<file path="config.mk">
export PLATFORM = sky130hd
export DESIGN_NAME = boa_stage_mem
export DESIGN_NICKNAME = d
export VERILOG_FILES = /design/src/rtl/boa_stage_mem.sv
export SDC_FILE = /design/constraint.sdc
export NUM_CORES = 1
export LEC_CHECK = 0
export CELL_PAD_IN_SITES_DETAIL_PLACEMENT = 1
export CELL_PAD_IN_SITES_GLOBAL_PLACEMENT = 2
export CORE_AREA = 5 5 168 170
export CTS_CLUSTER_DIAMETER = 50
export DETAILED_ROUTE_END_ITERATION = 10
export DIE_AREA = 0 0 173 175
export GPL_TIMING_DRIVEN = 0
export PLACE_DENSITY_LB_ADDON = 0.05
export SLEW_MARGIN = 20
export SYNTH_ARGS = -nofsm -noshare
export SYNTH_HDL_FRONTEND = slang
export SYNTH_SLANG_ARGS = --single-unit
</file>
<file path="constraint.sdc">
create_clock -name clk -period 20.9 [get_ports clk]
set_input_delay 4.18 -clock clk [delete_from_list [all_inputs] [get_ports clk]]
set_output_delay 4.18 -clock clk [all_outputs]
set_load 0.02 [all_outputs]
</file>
<file path="src/rtl/boa_stage_mem.sv">
// MEM pipeline stage: EX/MEM barrier, load/store bus access, load result formatting.
// A completed access whose barrier is held by fw_stall_mem parks in StDone with the
// read data latched, so the bus access is never repeated while the pipeline is frozen.
module boa_stage_mem #(
  parameter bit misalign_trap = 1'b1
) (
  input  logic        clk,
  input  logic        rst,
  input  logic        clear,
  // EX/MEM inputs
  input  logic        d_valid,
  input  logic [31:1] d_pc,
  input  logic [31:0] d_insn,
  input  logic        d_use_rd,
  input  logic [31:0] d_rs1_val,
  input  logic [31:0] d_rs2_val,
  input  logic        d_trap,
  input  logic [3:0]  d_cause,
  // MEM/WB outputs
  output logic        q_valid,
  output logic [31:1] q_pc,
  output logic [31:0] q_insn,
  output logic        q_use_rd,
  output logic [31:0] q_rd_val,
  output logic        q_trap,
  output logic [3:0]  q_cause,
  // data bus
  output logic        bus_re,
  output logic [3:0]  bus_we,
  output logic [31:2] bus_addr,
  output logic [31:0] bus_wdata,
  input  logic [31:0] bus_rdata,
  input  logic        bus_ready,
  // hazard interface
  input  logic        fw_stall_mem,
  output logic        fw_rd,
  output logic        stall_req
);

  localparam logic [4:0] op_load  = 5'b00000;
  localparam logic [4:0] op_store = 5'b01000;

  typedef enum logic {StIdle, StDone} state_e;

  state_e state, state_next;

  logic        r_valid;
  logic [31:1] r_pc;
  logic [31:0] r_insn;
  logic        r_use_rd;
  logic [31:0] r_rs1_val;
  logic [31:0] r_rs2_val;
  logic        r_trap;
  logic [3:0]  r_cause;
  logic [31:0] rdata_hold;

  logic        is_load, is_store, mem_op, is_unsigned;
  logic [1:0]  size, addr_lo, eff_lo;
  logic        misaligned, mis_block, mis_trap;
  logic        eligible, transfer;
  logic [3:0]  lane_mask;
  logic [31:0] rdata_src, shifted, load_val;

  // EX/MEM barrier: advances unless the hazard unit holds it
  always_ff @(posedge clk) begin
    if (rst) begin
      r_valid <= 1'b0;
      r_trap  <= 1'b0;
    end else if (!fw_stall_mem) begin
      r_valid   <= d_valid;
      r_pc      <= d_pc;
      r_insn    <= d_insn;
      r_use_rd  <= d_use_rd;
      r_rs1_val <= d_rs1_val;
      r_rs2_val <= d_rs2_val;
      r_trap    <= d_trap;
      r_cause   <= d_cause;
    end
  end

  // Decode, alignment check and bus request generation
  always_comb begin
    is_load     = (r_insn[6:2] == op_load);
    is_store    = (r_insn[6:2] == op_store);
    mem_op      = is_load || is_store;
    size        = r_insn[13:12];
    is_unsigned = r_insn[14];
    addr_lo     = r_rs1_val[1:0];
    misaligned  = ((size == 2'b01) && addr_lo[0]) || ((size == 2'b10) && (addr_lo != 2'b00));
    mis_block   = misalign_trap && misaligned;
    mis_trap    = r_valid && mem_op && mis_block;
    // Without trapping, a misaligned access is issued as if it were aligned
    eff_lo      = (!misalign_trap && misaligned) ? 2'b00 : addr_lo;

    eligible  = r_valid && mem_op && !r_trap && !mis_block && !clear && (state == StIdle);
    transfer  = eligible && bus_ready;
    stall_req = eligible && !bus_ready;

    case (size)
      2'b00:   lane_mask = 4'b0001 << eff_lo;
      2'b01:   lane_mask = eff_lo[1] ? 4'b1100 : 4'b0011;
      default: lane_mask = 4'b1111;
    endcase

    case (size)
      2'b00:   bus_wdata = {4{r_rs2_val[7:0]}};
      2'b01:   bus_wdata = {2{r_rs2_val[15:0]}};
      default: bus_wdata = r_rs2_val;
    endcase

    bus_re   = eligible && is_load;
    bus_we   = (eligible && is_store) ? lane_mask : 4'b0000;
    bus_addr = r_rs1_val[31:2];
  end

  // Load result alignment and extension; StDone replays the latched data
  always_comb begin
    rdata_src = (state == StDone) ? rdata_hold : bus_rdata;
    shifted   = rdata_src >> {eff_lo, 3'b000};
    case (size)
      2'b00:   load_val = {{24{!is_unsigned && shifted[7]}}, shifted[7:0]};
      2'b01:   load_val = {{16{!is_unsigned && shifted[15]}}, shifted[15:0]};
      default: load_val = shifted;
    endcase
    q_rd_val = is_load ? load_val : r_rs1_val;
  end

  // MEM/WB outputs and forwarding qualifier
  always_comb begin
    q_valid  = r_valid && !clear && !stall_req;
    q_trap   = !clear && (r_trap || mis_trap);
    q_cause  = r_trap ? r_cause : (is_load ? 4'd4 : 4'd6);
    q_pc     = r_pc;
    q_insn   = r_insn;
    q_use_rd = r_use_rd;
    fw_rd    = r_valid && r_use_rd && !r_trap && (!is_load || transfer || (state == StDone));
  end

  // Access FSM next state
  always_comb begin
    state_next = state;
    case (state)
      StIdle:  if (transfer && fw_stall_mem) state_next = StDone;
      StDone:  if (!fw_stall_mem) state_next = StIdle;
      default: state_next = StIdle;
    endcase
  end

  // Access FSM state register
  always_ff @(posedge clk) begin
    if (rst) state <= StIdle;
    else     state <= state_next;
  end

  // Capture read data when a completed access must wait in StDone
  always_ff @(posedge clk) begin
    if ((state == StIdle) && transfer && fw_stall_mem) rdata_hold <= bus_rdata;
  end

endmodule

</file>
==> results of run 1 <==
## layer usage
metal  vias up  GRT usage (%)  wire, µm
li1       2549              -         -
met1      2708           17.4      9540
met2       205           30.6     13800
met3        26           6.66      2100
met4         4           4.69       451
met5         -              0        27
## flip-flops by register name, indices dropped and copies added, names as in the netlist
register	count
r_trap	1
state	1
q_pc	31
r_valid	1
rdata_hold	32
q_insn	32
r_rs1_val	32
r_rs2_val	32
q_use_rd	1
r_cause	4
## cell usage in the layout (no fill, tap or decap), types with 3 or more instances in the layout
master and instances:
a21oi_1 10, a31oi_1 21, a41oi_1 8, buf_12 4, buf_2 12, buf_4 42
clkbuf_1 8, clkbuf_16 17, clkdlybuf4s50_1 341, clkinv_4 3, clkinv_8 4, dfxtp_1 3
edfxtp_1 164, inv_6 3, inv_8 3, mux2_2 29, mux2i_1 41, mux4_2 7
nand2_1 30, nand2b_1 11, nor2_1 34, o21ai_0 21, o22a_1 6
## worst min-delay path, stage by stage, from the launching register on
cell and delay (ns):
dfxtp_1 0.34, mux2i_1 0.14, nor2_1 0.05
## worst paths after layout
| kind | startpoint | to | cells after the start |
|---|---|---|---|
| max reg2reg | q_insn[12] | rdata_hold[17] | 5 |
| min | r_valid | r_valid | 2 |
| max | bus_rdata[31] | q_rd_val[29] | 7 |
| min reg2reg | r_valid | r_valid | 2 |
## final cells by class
type	count	area, µm²
diodes	2	5.00
plain buffers	65	424
clock buffers	17	425
clock inverters	15	161
fillers	2782	14700
inverters	3	11.3
multi-input cells	249	1870
flip-flops and latches	167	4980
well taps	341	427
repair buffers	347	3550
## cell usage after synthesis (3+ instances only)
library cell	instances
a21oi_1	10
mux2i_1	41
o22a_1	6
dfxtp_1	3
nand2_1	30
a31oi_1	21
clkbuf_1	8
nor2_1	35
buf_2	12
nand2b_1	11
buf_4	42
a41oi_1	8
edfxtp_1	164
mux4_2	7
mux2_2	29
o21ai_0	21
## power breakdown
part | internal [mW] | leakage, nW | switching, mW
Combinational | 0.0891 | 2.27 | 0.0764
Clock | 0.160 | 0.289 | 0.152
Sequential | 0.388 | 1.55 | 0.00781
Total | 0.637 | 4.11 | 0.237
## cell families after synthesis
kind of cell | Yosys count
flops | 167
simple gates | 93
compound gates | 78
mux | 77
buf+inv | 68
xor+xnor | 1
## stage by stage
stage	total power, mW	util [%]	hold slack, ns	instance area (µm²)
2_1_floorplan	0.474	-	0.507	7290
3_3_place_gp	0.569	41.9	0.555	11100
3_5_place_dp	0.571	42.4	0.575	11300
4_1_cts	0.891	44.6	0.588	11900
5_1_grt	0.911	44.6	0.608	11900
6_report	0.873	44.6	0.580	11900
==> flow_summary.toml, run 1 <==
[worst_setup_path]
crit_family = "buffers and inverters"
path_common_cell = "clkdlybuf4s50_1"
slowest_delay_ns = 0.58
crit_required_ns = 16.72
rrSetupSlack_ns = 18.51
cp_num_buf_inv = 3
cp-start-kind = "input port"
path_max_fanout = 10
endpoint_kind = "primary output"
worstPathArrival_ns = 6.64
cp_cell_sequence = "clkdlybuf4s50_1 > mux4_2 > a22o_1 > nand3_1 > buf_2 > a41oi_1 > clkdlybuf4s50_1"
cp_slowest_cell = "clkdlybuf4s50_1"
path_class = "input port to primary output"

[run]
timing.max_cap.violations = 0

[logic_synthesis]
synth_cells = 484
synth_top_area_share_pct = 67.6
syn_area_mm2 = 0.00729
synth-xor-area-share_pct = 0.120
synth_fa_ha_area_share_pct = 0
synth_top_cell_by_area = "edfxtp_1"
synthDistinctLibCells = 44
synth_simple_gate_area_share_pct = 5.98
ys_ff_latch = 167
synthMuxAreaShare_pct = 12.3
synth-compound-area-share_pct = 7.23
synth_top_family_by_area = "multiplexers"
synthFlopType = "edfxtp_1"
ys_seq_area_share_pct = 68.4
synthTopCellsByArea = "edfxtp_1 (68%), mux2i_1 (5.6%), mux2_2 (4.5%)"
async_flop_share_pct = 0
avgSynthCellArea_um2 = 15.1
syn_nets = 655
ys.warnings.count = 0
synth_enable_flop_cells = 164

[clock_network]
cts_buffer_depth = 2
clock-sinks = 167
cts-root-buf = "clkbuf_16"
htreeDepth = 4
cts_setup_buffers = 0
cts_tree = "done"
clkLatencyLatePin_ns = 0.43
cts_hold_buf = 0
cts_repair_resize_count = 0
clkTransAtPathRegs_ns = 0.07
cts_made_buffers = 17

[placement]
place_ws_ns = 10.03
routabilityCongestion = 0.783
dp_hpwl_um = 20300
port-buffer-count = 341
dp_cells = 1172

[die]
fp.dieW_um = 173
die_y_um = 175
num_rows = 60
die-area_mm2 = 0.0303
initial_core_util_pct = 27.4
io_pins = 342
core-area_mm2 = 0.0266

[timing]
slew_headroom_pct = 38.4
timing.final.ws_setup_ns = 10.08
final.min_clock_period_ns = 10.82
setup_tns_ns = 0
slew_viol_final = 0
hold_viol = 0
setup_viol = 0
clock_skew_ns = 0.0150
rsz0062_at_grt = "false"
tightest_slew_ns = 0.921
fmaxAchievable_mhz = 92.4
finalCritPeriodShare_pct = 51.8

[grt]
grt_pass1_vias = 6309
grt_max_degree = 30
track_usage_pct = 16.6
grt_pass1_wl_um = 38200
grt-ovfl-total = 0
grt_antenna_before_repair = 4

[route]
avgRoutedWirePerCell_um = 21.5
firstDrtPassIters = 4
postRouteAntennaNets = 0
vias_per_cell = 4.55
wirelength_um = 25900
drc = 0
drt_iter0_drc = 186
vias = 5492

[hold_path]
hp-class = "flip-flop to flip-flop"

[finish]
area_growth_pct = 62.8
layout-drive-gt1-share_pct = 16.0
nNetsFinal = 1021
fin_cells = 1206

[outcome]
status = "completed"

[power_and_ir_drop]
ir_drop_mv = 0.0352
power_density_mw_per_mm2 = 73.6
p_leak_nw = 4.11
No activity file was read; power rests on OpenSTA's default activity.
==> inputs of run 2 (changes only) <==
- CORE_AREA: 5 5 168 170 -> 5 5 174 176
- DIE_AREA: 0 0 173 175 -> 0 0 179 181
- clock period: 20.9 -> 11 ns (I/O delays scaled with it)
==> run 2 against run 1 <==
Effect of this change: register-to-register slack got worse by 9.9 ns; combinational power is 91% higher; sequential power rose by 90%; via count down 1.3%; first-iteration DRC count is 4.8% higher; die area increased by 7.0%; cell area grew 0.82%; critical path depth is the same; sequential share of layout area fell by 0.34 points; largest power group unchanged.
==> flow_summary.toml, run 2 (synthesis gave the netlist of run 1 again) <==
[worst_setup_path]
cp-start-kind = "input port"
cp_slowest_cell = "clkdlybuf4s50_1"
worstPathArrival_ns = 4.77
path_class = "input port to primary output"
cp_cell_sequence = "clkdlybuf4s50_1 > mux4_2 > a22o_1 > nand3_1 > buf_2 > a41oi_1 > clkdlybuf4s50_1"
endpoint_kind = "primary output"
crit_required_ns = 8.80
path_common_cell = "clkdlybuf4s50_1"
path_max_fanout = 10
slowest_delay_ns = 0.59

[power_and_ir_drop]
total_power_mw = 1.69
p_leak_nw = 4.13
power_density_mw_per_mm2 = 141
ir_drop_mv = 0.0717

[placement]
dp_hpwl_um = 20600
port-buffer-count = 341
place_ws_ns = 4.04
dp_cells = 1215
routabilityCongestion = 0.752

[clock_network]
cts_repair_resize_count = 0
cts_buffer_depth = 2
cts-root-buf = "clkbuf_16"
clkLatencyLatePin_ns = 0.43
clkTransAtPathRegs_ns = 0.07
htreeDepth = 4
cts_hold_buf = 0
cts_tree = "done"
clock-sinks = 167
cts_setup_buffers = 0
cts_made_buffers = 17

[finish]
nNetsFinal = 1021
final_common_cell = "clkdlybuf4s50_1"
area_growth_pct = 64.1
layout_common_cells = "clkdlybuf4s50_1 (341), edfxtp_1 (164), buf_4 (42), mux2i_1 (41), nor2_1 (34)"
layout-drive-gt1-share_pct = 15.9
fin_cells = 1250

[timing]
slew_viol_final = 0
fmaxAchievable_mhz = 143
setup_tns_ns = 0
clock_skew_ns = 0.00963
slew_headroom_pct = 33.7
hold_viol = 0
setup_viol = 0
final.min_clock_period_ns = 6.97
finalCritPeriodShare_pct = 63.4
fin_hold_ws_ns = 0.577
rsz0062_at_grt = "false"
tightest_slew_ns = 0.986
timing.final.ws_setup_ns = 4.03

[route]
drc = 0
avgRoutedWirePerCell_um = 20.9
wirelength_um = 26100
vias_per_cell = 4.34
drt_iter0_drc = 195
postRouteAntennaNets = 0
vias = 5421
firstDrtPassIters = 4

[die]
core-area_mm2 = 0.0285
die-area_mm2 = 0.0324
fp.dieW_um = 179
initial_core_util_pct = 25.6
die_y_um = 181
io_pins = 342
num_rows = 62

[outcome]
status = "completed"

[grt]
grt_pass1_wl_um = 38400
track_usage_pct = 15.8
busiest_layer = "met2"
met3_usage_pct = 6.46
grt_max_degree = 29
grt_util_met2_pct = 28.0
grt_antenna_before_repair = 4
grt-ovfl-total = 0
grt_pass1_vias = 6336
grtUsageMet1_pct = 17.7

[hold_path]
hp-class = "flip-flop to flip-flop"

[run]
timing.max_cap.violations = 0
run 2: cell types whose count changed in the layout (fill, tap and decap cells not counted), moves of 2 or more:
cell      previous run  this run
buf_12               4         2
buf_16               2         4
clkinv_2             2         0
inv_6                3         1
run 2: final cells by class:
type	instances	area [µm²]
buffer	65	424
timing repair buffer	347	3560
antenna	3	7.51
clock buffer	17	425
inverter	3	11.3
multi-input combinational	249	1870
sequential	167	4980
fill	2968	16500
clock inverter	15	188
tap	384	480
run 2: path summary, 6_finish.rpt:
path         cells past startpoint        endpoint           from  slack, ns
max                              7    q_rd_val[30]  bus_rdata[31]       4.03
min                              2         r_valid        r_valid       0.58
max reg2reg                      4  rdata_hold[25]      q_insn[3]       8.62
min reg2reg                      2         r_valid        r_valid       0.58
run 2: worst max-delay path: cells and delay by family:
kind,cells,cell delay (ns)
buf+inv,3,1.39
mux,1,0.50
simple gates,1,0.28
compound gates,2,0.40
run 2: metrics by stage:
| step | instance area [µm²] | util (%) |
|---|---|---|
| finish | 12000 | 42.0 |
| floorplan | 7290 | - |
| global placement | 11200 | 39.3 |
| CTS | 12000 | 42.0 |
| detailed placement | 11300 | 39.8 |
| global route | 12000 | 42.0 |
run 2: routing by layer:
metal	vias to the layer above	wire length [µm]
li1	2563	-
met1	2652	9990
met2	180	13600
met3	20	2260
met4	6	204
met5	-	34
run 2: power breakdown:
| group | internal [mW] | switching, mW | leakage (nW) |
|---|---|---|---|
| Combinational | 0.170 | 0.146 | 2.28 |
| Sequential | 0.737 | 0.0150 | 1.55 |
| Clock | 0.327 | 0.296 | 0.298 |
